## config.mk

```make
export PLATFORM = sky130hd
export DESIGN_NAME = alarma_vehiculo_temporizada
export DESIGN_NICKNAME = d
export VERILOG_FILES = /design/src/rtl/alarma_vehiculo_temporizada.sv
export SDC_FILE = /design/constraint.sdc
export NUM_CORES = 1
export LEC_CHECK = 0
export CAP_MARGIN = 20
export CORE_MARGIN = 1.5
export CORE_UTILIZATION = 50
export DETAILED_ROUTE_END_ITERATION = 12
export PLACE_DENSITY = 0.73
export SKIP_CTS_REPAIR_TIMING = 1
export SLEW_MARGIN = 10
export SYNTH_ARGS = -nofsm -noshare
export SYNTH_HDL_FRONTEND = slang
export SYNTH_SLANG_ARGS = --single-unit
```

## constraint.sdc

```tcl
create_clock -name clk -period 2.24 [get_ports clk]
set_clock_uncertainty 0.15 [all_clocks]
set_input_delay 0.448 -clock clk [delete_from_list [all_inputs] [get_ports clk]]
set_output_delay 0.448 -clock clk [all_outputs]
set_load 0.01 [all_outputs]
```

## src/rtl/alarma_vehiculo_temporizada.sv

```systemverilog
// -----------------------------------------------------------------------------
// alarma_vehiculo_temporizada
//
// Timed car alarm. It sits between the raw cabin switches and the buzzer
// driver. Each raw input is debounced. The filtered values form the alarm
// condition (headlights on, ignition off, at least one door open). A grace
// period runs first, then the buzzer is pulsed. A silence request mutes the
// buzzer until the condition clears.
//
// Parameters
//   N_PUERTAS   number of door switch channels (>=1)
//   DEB_CICLOS  consecutive differing cycles needed to accept a raw change (>=1)
//   T_ESPERA    grace cycles from ESPERA entry to ALARMA entry (>=1)
//   T_PULSO     cycles per half-period of the buzzer on/off pattern (>=1)
//
// Ports
//   clk              in   rising-edge clock
//   reset            in   asynchronous, active-high; clears all state
//   sLuz             in   raw headlight switch (1 = on)
//   sPrta            in   raw door switches (bit i = 1 -> door i open)
//   sIgn             in   raw ignition (1 = on)
//   sAck             in   silence request, clean synchronous level
//   sAlr             out  registered buzzer output
//   sCond            out  alarm condition from the filtered inputs
//   sPuerta_abierta  out  filtered door state
//   estado           out  FSM state: 00 REPOSO, 01 ESPERA, 10 ALARMA,
//                         11 SILENCIADO
// -----------------------------------------------------------------------------
module alarma_vehiculo_temporizada #(
    parameter int N_PUERTAS  = 4,
    parameter int DEB_CICLOS = 4,
    parameter int T_ESPERA   = 8,
    parameter int T_PULSO    = 2
) (
    input  logic                 clk,
    input  logic                 reset,
    input  logic                 sLuz,
    input  logic [N_PUERTAS-1:0] sPrta,
    input  logic                 sIgn,
    input  logic                 sAck,
    output logic                 sAlr,
    output logic                 sCond,
    output logic [N_PUERTAS-1:0] sPuerta_abierta,
    output logic [1:0]           estado
);

    typedef enum logic [1:0] {
        REPOSO     = 2'b00,
        ESPERA     = 2'b01,
        ALARMA     = 2'b10,
        SILENCIADO = 2'b11
    } estado_t;

    // Debounced channels: doors in the low bits, then headlight, then ignition.
    localparam int N_CANALES = N_PUERTAS + 2;
    localparam int DEB_W     = (DEB_CICLOS > 1) ? $clog2(DEB_CICLOS) : 1;
    localparam int TIM_W     = (T_ESPERA   > 1) ? $clog2(T_ESPERA)   : 1;
    localparam int PUL_W     = (T_PULSO    > 1) ? $clog2(T_PULSO)    : 1;

    localparam logic [DEB_W-1:0] DEB_MAX = DEB_W'(DEB_CICLOS - 1);
    localparam logic [TIM_W-1:0] TIM_MAX = TIM_W'(T_ESPERA - 1);
    localparam logic [PUL_W-1:0] PUL_MAX = PUL_W'(T_PULSO - 1);

    // ------------------------------------------------------------------
    // Debounce
    // ------------------------------------------------------------------
    logic [N_CANALES-1:0] crudo;
    logic [N_CANALES-1:0] filtrado;
    logic [DEB_W-1:0]     cuenta [N_CANALES];

    assign crudo = {sIgn, sLuz, sPrta};

    // NOTE: sequential state uses non-blocking (<=) so every flop samples
    // pre-edge values, independent of statement order.
    always_ff @(posedge clk or posedge reset) begin
        if (reset) begin
            filtrado <= '0;
            // NOTE: the counter array is a bank of flops, not a RAM, so it
            // can and must be cleared by reset like any other register.
            for (int i = 0; i < N_CANALES; i++) begin
                cuenta[i] <= '0;
            end
        end else begin
            for (int i = 0; i < N_CANALES; i++) begin
                if (crudo[i] != filtrado[i]) begin
                    // The DEB_CICLOS-th consecutive differing edge accepts
                    // the raw value.
                    if (cuenta[i] == DEB_MAX) begin
                        filtrado[i] <= crudo[i];
                        cuenta[i]   <= '0;
                    end else begin
                        cuenta[i] <= cuenta[i] + DEB_W'(1);
                    end
                end else begin
                    cuenta[i] <= '0;
                end
            end
        end
    end

    logic [N_PUERTAS-1:0] fPrta;
    logic                 fLuz;
    logic                 fIgn;

    assign fPrta = filtrado[N_PUERTAS-1:0];
    assign fLuz  = filtrado[N_PUERTAS];
    assign fIgn  = filtrado[N_PUERTAS+1];

    assign sCond           = fLuz & ~fIgn & (|fPrta);
    assign sPuerta_abierta = fPrta;

    // ------------------------------------------------------------------
    // FSM, grace timer and buzzer pattern
    // ------------------------------------------------------------------
    estado_t          estadoAct, estadoSig;
    logic [TIM_W-1:0] timer, timerSig;
    logic [PUL_W-1:0] pulso, pulsoSig;
    logic             sAlrSig;

    always_comb begin
        // NOTE: every output of this block gets a default first, so no path
        // leaves a value unassigned and no latch is inferred.
        estadoSig = estadoAct;
        timerSig  = timer;
        pulsoSig  = pulso;
        sAlrSig   = 1'b0;

        // In each state the priority is: condition lost, then silence
        // request, then the timer.
        unique case (estadoAct)
            REPOSO: begin
                if (sCond) begin
                    estadoSig = ESPERA;
                    timerSig  = TIM_MAX;
                end
            end
            ESPERA: begin
                if (!sCond) begin
                    estadoSig = REPOSO;
                end else if (sAck) begin
                    estadoSig = SILENCIADO;
                end else if (timer == '0) begin
                    // Buzzer turns on on the same edge ALARMA is entered, and
                    // the pattern counter restarts on every entry.
                    estadoSig = ALARMA;
                    sAlrSig   = 1'b1;
                    pulsoSig  = '0;
                end else begin
                    timerSig = timer - TIM_W'(1);
                end
            end
            ALARMA: begin
                if (!sCond) begin
                    estadoSig = REPOSO;
                end else if (sAck) begin
                    estadoSig = SILENCIADO;
                end else if (pulso == PUL_MAX) begin
                    sAlrSig  = ~sAlr;
                    pulsoSig = '0;
                end else begin
                    sAlrSig  = sAlr;
                    pulsoSig = pulso + PUL_W'(1);
                end
            end
            SILENCIADO: begin
                if (!sCond) begin
                    estadoSig = REPOSO;
                end
            end
            default: estadoSig = REPOSO;
        endcase
    end

    always_ff @(posedge clk or posedge reset) begin
        if (reset) begin
            estadoAct <= REPOSO;
            timer     <= '0;
            pulso     <= '0;
            sAlr      <= 1'b0;
        end else begin
            estadoAct <= estadoSig;
            timer     <= timerSig;
            pulso     <= pulsoSig;
            sAlr      <= sAlrSig;
        end
    end

    assign estado = estadoAct;

endmodule

```

==> impl_metrics.yaml, run 1 <==
cts:
  clk_latency_ns: 0.30
  h-tree-depth: 1
  clk_path_buf_depth: 2
  root_buffer: "clkbuf_4"
  cts_tree: "built"
  cts_buffers: 3
  cts_sinks: 25
  clk_pin_slew_worst_paths_ns: 0.12
route:
  wl_per_cell_um: 12.6
  vias: 791
  vias_per_cell: 5.14
  drc: 0
  first_pass_iters: 2
  wirelength_mm: 1.93
  drt_iter0_markers: 4
  antenna_left: 0
logic_synthesis:
  synth_top_area_cell: "dfrtp_1"
  syn_area_mm2: 0.00127
  ys_warn_count: 0
  syn_avg_cell_area_um2: 12.0
  synth_edf_count: 0
  synth_ff_type: "dfrtp_1"
  synth_area_leaders: "dfrtp_1, ha_1, mux2_2"
  ys_seq_elements: 25
  seq_area_frac_synth: 0.492
  syn_nets: 127
  synth_top_area_share: 0.492
  ys_async_sr_fraction: 1.00
  synthCells: 106
  synth_cell_types: 28
finish:
  multi_input_area_um2: 592
  final_nets: 146
  fill_cells: 214
  n_antenna_cell: 0
  regArea_um2: 627
  layout-drive-gt1-share: 0.145
  area_delta_synth_final_pct: 17.7
global_routing:
  first_global_vias: 818
  grt_overflow_total: 0
  grtUsageMet3: 0.0395
  grtUsageTotal: 0.162
  use_met2: 0.284
  use_met1: 0.191
  antenna_found_initial: 0
  grt_pass1_wl_mm: 3.29
  grt_max_degree: 26
  grt-busiest-layer: "met2"
floorplan:
  core_area_mm2: 0.00243
  pin_count: 17
  die-area_mm2: 0.00286
  start_util: 0.523
  fp-row-count: 18
  die_width_um: 53.4
  die_h_um: 53.4
timing:
  fmax_mhz: 511
  hold_viol: 0
  setup_tns_ns: 0
  rsz0062_at_grt: "false"
  fin_crit_ns: 1.96
  period_share: 0.874
  worst_pin_slew_ns: 0.396
  finalSetupViolCount: 0
  slew_headroom: 0.729
  drv_slew: 0
  setup_ws_ns: 0.282
power:
  pwr-share-seq: 0.452
  ir_drop_uv: 691
  p_clk_frac: 0.107
  power.switching_uw: 612
  leakagePower_nw: 0.680
  p_comb_frac: 0.441
  power.internal_mw: 1.14
  powerDensity_mw_per_mm2: 1170
  power.share.switching: 0.349
setup_path:
  path_max_fanout: 4
  crit_path_end_kind: "output pin"
  cp_data_arrival_time_ns: 1.36
  crit_path_start_kind: "register"
  crit_type: "register to output pin"
  cp_data_required_time_ns: 1.64
  r2r_slack_ns: 0.43
outcome:
  status: "finished, final reports clean"
placed_design:
  post-place-ws_ns: 0.223
  io_buffer_count: 16
  hpwl_mm: 1.56
  gp_congestion: 0.747
run:
  maxCapViolCount: 0
worst_hold_path:
  hp-class: "register to register"
-- worst max-delay path, cell delays in order (launching register included) --
cell	delay [ns]
dfrtp_2	0.47
nor4_4	0.34
nor3b_4	0.07
dlymetal6s2s_1	0.18
-- state kept, by name, indices dropped and copies added, names as in the netlist --
register,cells
estado,2
sAlr,1
filtrado,6
pulso,1
timer,3
cuenta,12
-- through the flow --
stage / instance area (µm²) / hold WS, ns / total power [mW] / utilization / cells
2_1_floorplan: 1270 / 0.264 / 1.34 / - / 106
3_3_place_gp: 1460 / 0.273 / 1.53 / 0.600 / 150
3_5_place_dp: 1460 / 0.281 / 1.58 / 0.600 / 150
4_1_cts: 1490 / 0.300 / 1.77 / 0.611 / 154
5_1_grt: 1500 / 0.313 / 1.91 / 0.616 / 154
6_report: 1500 / 0.294 / 1.75 / 0.616 / 154
-- power by group through the flow --
stage | clock network [mW] | logic, mW | registers (mW)
floorplan | 0 | 0.578 | 0.765
global route | 0.213 | 0.878 | 0.821
CTS | 0.199 | 0.788 | 0.780
global placement | 0 | 0.750 | 0.776
finish | 0.187 | 0.773 | 0.792
detailed placement | 0 | 0.786 | 0.792
-- Yosys cell counts, types with 2 or more instances --
| master | n |
|---|---|
| nor2b_1 | 7 |
| inv_1 | 8 |
| nor3_1 | 7 |
| nand2_1 | 2 |
| mux2_1 | 2 |
| dfrtp_1 | 25 |
| buf_4 | 4 |
| nor3b_1 | 3 |
| a21oi_1 | 4 |
| xnor2_1 | 6 |
| nand2b_1 | 2 |
| ha_1 | 12 |
| nor2_1 | 2 |
| o21ai_0 | 3 |
| mux2_2 | 6 |
-- metal layers --
| metal | vias up | part of all wire |
|---|---|---|
| li1 | 400 | - |
| met1 | 383 | 0.44 |
| met2 | 6 | 0.53 |
| met3 | 2 | 0.025 |
| met4 | 0 | 0.0078 |
| met5 | - | 0 |
-- layout by cell type (no fill, tap or decap) --
cell type / netlist / layout
nor3b_4: 1 / 1
nor3b_1: 3 / 3
inv_1: 8 / 8
and3b_1: 1 / 1
clkbuf_4: 0 / 3
nor4_4: 0 / 1
clkbuf_1: 1 / 1
dlymetal6s2s_1: 0 / 1
xnor2_1: 6 / 6
o21ai_0: 3 / 3
nand2b_1: 2 / 2
nor3_1: 7 / 7
nor2b_1: 7 / 7
a221oi_2: 1 / 1
a21oi_1: 4 / 4
clkdlybuf4s50_1: 0 / 15
or2_2: 1 / 1
o21ai_2: 1 / 1
mux2_2: 6 / 6
mux2_1: 2 / 2
mux2i_1: 1 / 1
nand2_1: 2 / 2
nor2_1: 2 / 2
dfrtp_2: 0 / 1
dfrtp_1: 25 / 24
buf_4: 4 / 3
nand4bb_1: 1 / 1
a221oi_1: 1 / 1
nand3b_1: 1 / 1
ha_1: 12 / 12
a2111oi_0: 1 / 1
and4b_1: 1 / 1
-- final cells by class --
class / instances / area share
flip-flops and latches: 25 / 0.419
well taps: 30 / 0.0251
repair buffers: 19 / 0.124
clock buffers: 4 / 0.0175
multi-input cells: 68 / 0.395
inverters: 8 / 0.0201
-- final timing paths --
path / cells after the start / endpoint / from
setup / recovery: 3 / sCond / filtrado[2]
min in group asynchronous: 3 / cuenta[5] / reset
max in group asynchronous: 3 / filtrado[2] / reset
hold reg to reg: 1 / cuenta[2] / cuenta[2]
setup reg to reg: 5 / timer[1] / estado[1]
hold / removal: 1 / cuenta[2] / cuenta[2]
-- kinds of logic after synthesis --
group,after synthesis,share of synthesized area
buf+inv,13,0.0501
compound gates,11,0.0600
flops,25,0.492
simple gates,30,0.160
mux,9,0.0787
fa+ha+maj,12,0.118
xor+xnor,6,0.0413
No activity file was read; power rests on OpenSTA's default activity.
==> inputs of run 2 (changes only) <==
--- a/config.mk
+++ b/config.mk
@@ -8,6 +8,7 @@
 export CAP_MARGIN = 20
 export CORE_MARGIN = 1.5
 export CORE_UTILIZATION = 50
+export CTS_BUF_LIST = sky130_fd_sc_hd__clkbuf_8
 export DETAILED_ROUTE_END_ITERATION = 12
 export PLACE_DENSITY = 0.73
 export SKIP_CTS_REPAIR_TIMING = 1
==> impl_metrics.yaml, run 2 (synthesis results as in run 1) <==
global_routing:
  grt_max_degree: 26
  grt_pass1_wl_mm: 3.35
  grtUsageTotal: 0.166
  first_global_vias: 826
  grt_overflow_total: 0
  antenna_found_initial: 0
timing:
  worst_pin_slew_ns: 0.396
  holdWs_ns: 0.288
  drv_slew: 0
  slew_headroom: 0.729
  period_share: 0.850
  finalSetupViolCount: 0
  hold_viol: 0
  setup_ws_ns: 0.335
  fmax_mhz: 525
  rsz0062_at_grt: "false"
  fin_crit_ns: 1.90
finish:
  final_cell_mix: "dfrtp_1, clkdlybuf4s50_1, ha_1"
  final_nets: 146
  regMostFlops: "cuenta"
  n_antenna_cell: 0
  layout-drive-gt1-share: 0.145
  top_regs: "cuenta: 12 flops, filtrado: 6 flops, timer: 3 flops"
  final_util: 0.623
  area_delta_synth_final_pct: 19.2
  fill_cells: 209
  largest_reg_flops: 12
  final_common_cell: "dfrtp_1"
setup_path:
  path_cells: "nor4_4 -> nor3b_4 -> dlymetal6s2s_1"
  slowest_stage: "dfrtp_2"
  crit_path_end_kind: "output pin"
  cp_data_arrival_time_ns: 1.31
  crit_buf_inv: 1
  cp_data_required_time_ns: 1.64
  path_delay_family: "flip-flops"
  crit_path_start_kind: "register"
  slowest_delay_ns: 0.45
  path_max_fanout: 4
  crit_type: "register to output pin"
route:
  vias: 798
  first_pass_iters: 2
  vias_per_cell: 5.18
  wl_per_cell_um: 12.8
  wirelength_mm: 1.97
  drc: 0
  drt_iter0_markers: 5
  antenna_left: 0
placed_design:
  io_buffer_count: 16
  gp_congestion: 0.747
  hpwl_mm: 1.56
  post-place-ws_ns: 0.223
floorplan:
  fp-row-count: 18
  core_area_mm2: 0.00243
  die_h_um: 53.4
  pin_count: 17
  die-area_mm2: 0.00286
  die_width_um: 53.4
  start_util: 0.523
cts:
  clk_pin_slew_worst_paths_ns: 0.08
  clk_latency_ns: 0.26
  h-tree-depth: 1
  cts_sinks: 25
  root_buffer: "clkbuf_8"
  cts_tree: "built"
  clk_path_buf_depth: 2
  cts_buffers: 3
outcome:
  status: "finished, final reports clean"
power:
  ir_drop_uv: 752
  power_mw: 1.82
  leakagePower_nw: 0.691
  powerDensity_mw_per_mm2: 1200
worst_hold_path:
  hp-class: "register to register"
run:
  maxCapViolCount: 0
## run 2: layout make-up
cell class                 instances  area [µm²]  share of cell area
clock buffer                       3        41.3              0.0272
clock inverter                     1        3.75             0.00248
inverter                           8        30.0              0.0198
multi-input combinational         68         592               0.390
sequential                        25         627               0.413
tap                               30        37.5              0.0248
timing repair buffer              19         185               0.122
## run 2: final timing paths
| kind | startpoint | to | slack [ns] | cells after the start |
|---|---|---|---|---|
| max in group asynchronous | reset | filtrado[2] | 1.31 | 3 |
| worst min register to register | cuenta[2] | cuenta[2] | 0.29 | 1 |
| worst max-delay path | filtrado[2] | sCond | 0.34 | 3 |
| worst min-delay path | cuenta[2] | cuenta[2] | 0.29 | 1 |
| worst max register to register | estado[1] | timer[1] | 0.43 | 5 |
| min in group asynchronous | reset | cuenta[4] | 0.37 | 3 |
## run 2: power breakdown
part / internal, mW / switching [mW] / leakage (nW)
sequential: 0.638 / 0.157 / 0.309
clock: 0.122 / 0.131 / 0.0269
combinational: 0.435 / 0.339 / 0.355
total: 1.20 / 0.627 / 0.691
## run 2: worst register-to-register path, cell delays in order (launching register included)
cell	delay, ns
dfrtp_1	0.41
inv_1	0.08
ha_1	0.29
and3b_1	0.23
o21ai_2	0.20
mux2_1	0.34
## run 2: routing by layer
layer	global-route usage	wire, µm
met5	0	0
met4	0.0769	25
met3	0.0311	51
met2	0.290	1030
met1	0.193	858
## run 2: per-stage QoR
step                      cell area, µm²  instances  TNS [ns]
after floorplan                     1270        106         0
after global placement              1460        150         0
after detailed placement            1460        150         0
after CTS                           1500        154   -0.0783
after global routing                1520        154         0
final                               1520        154         0
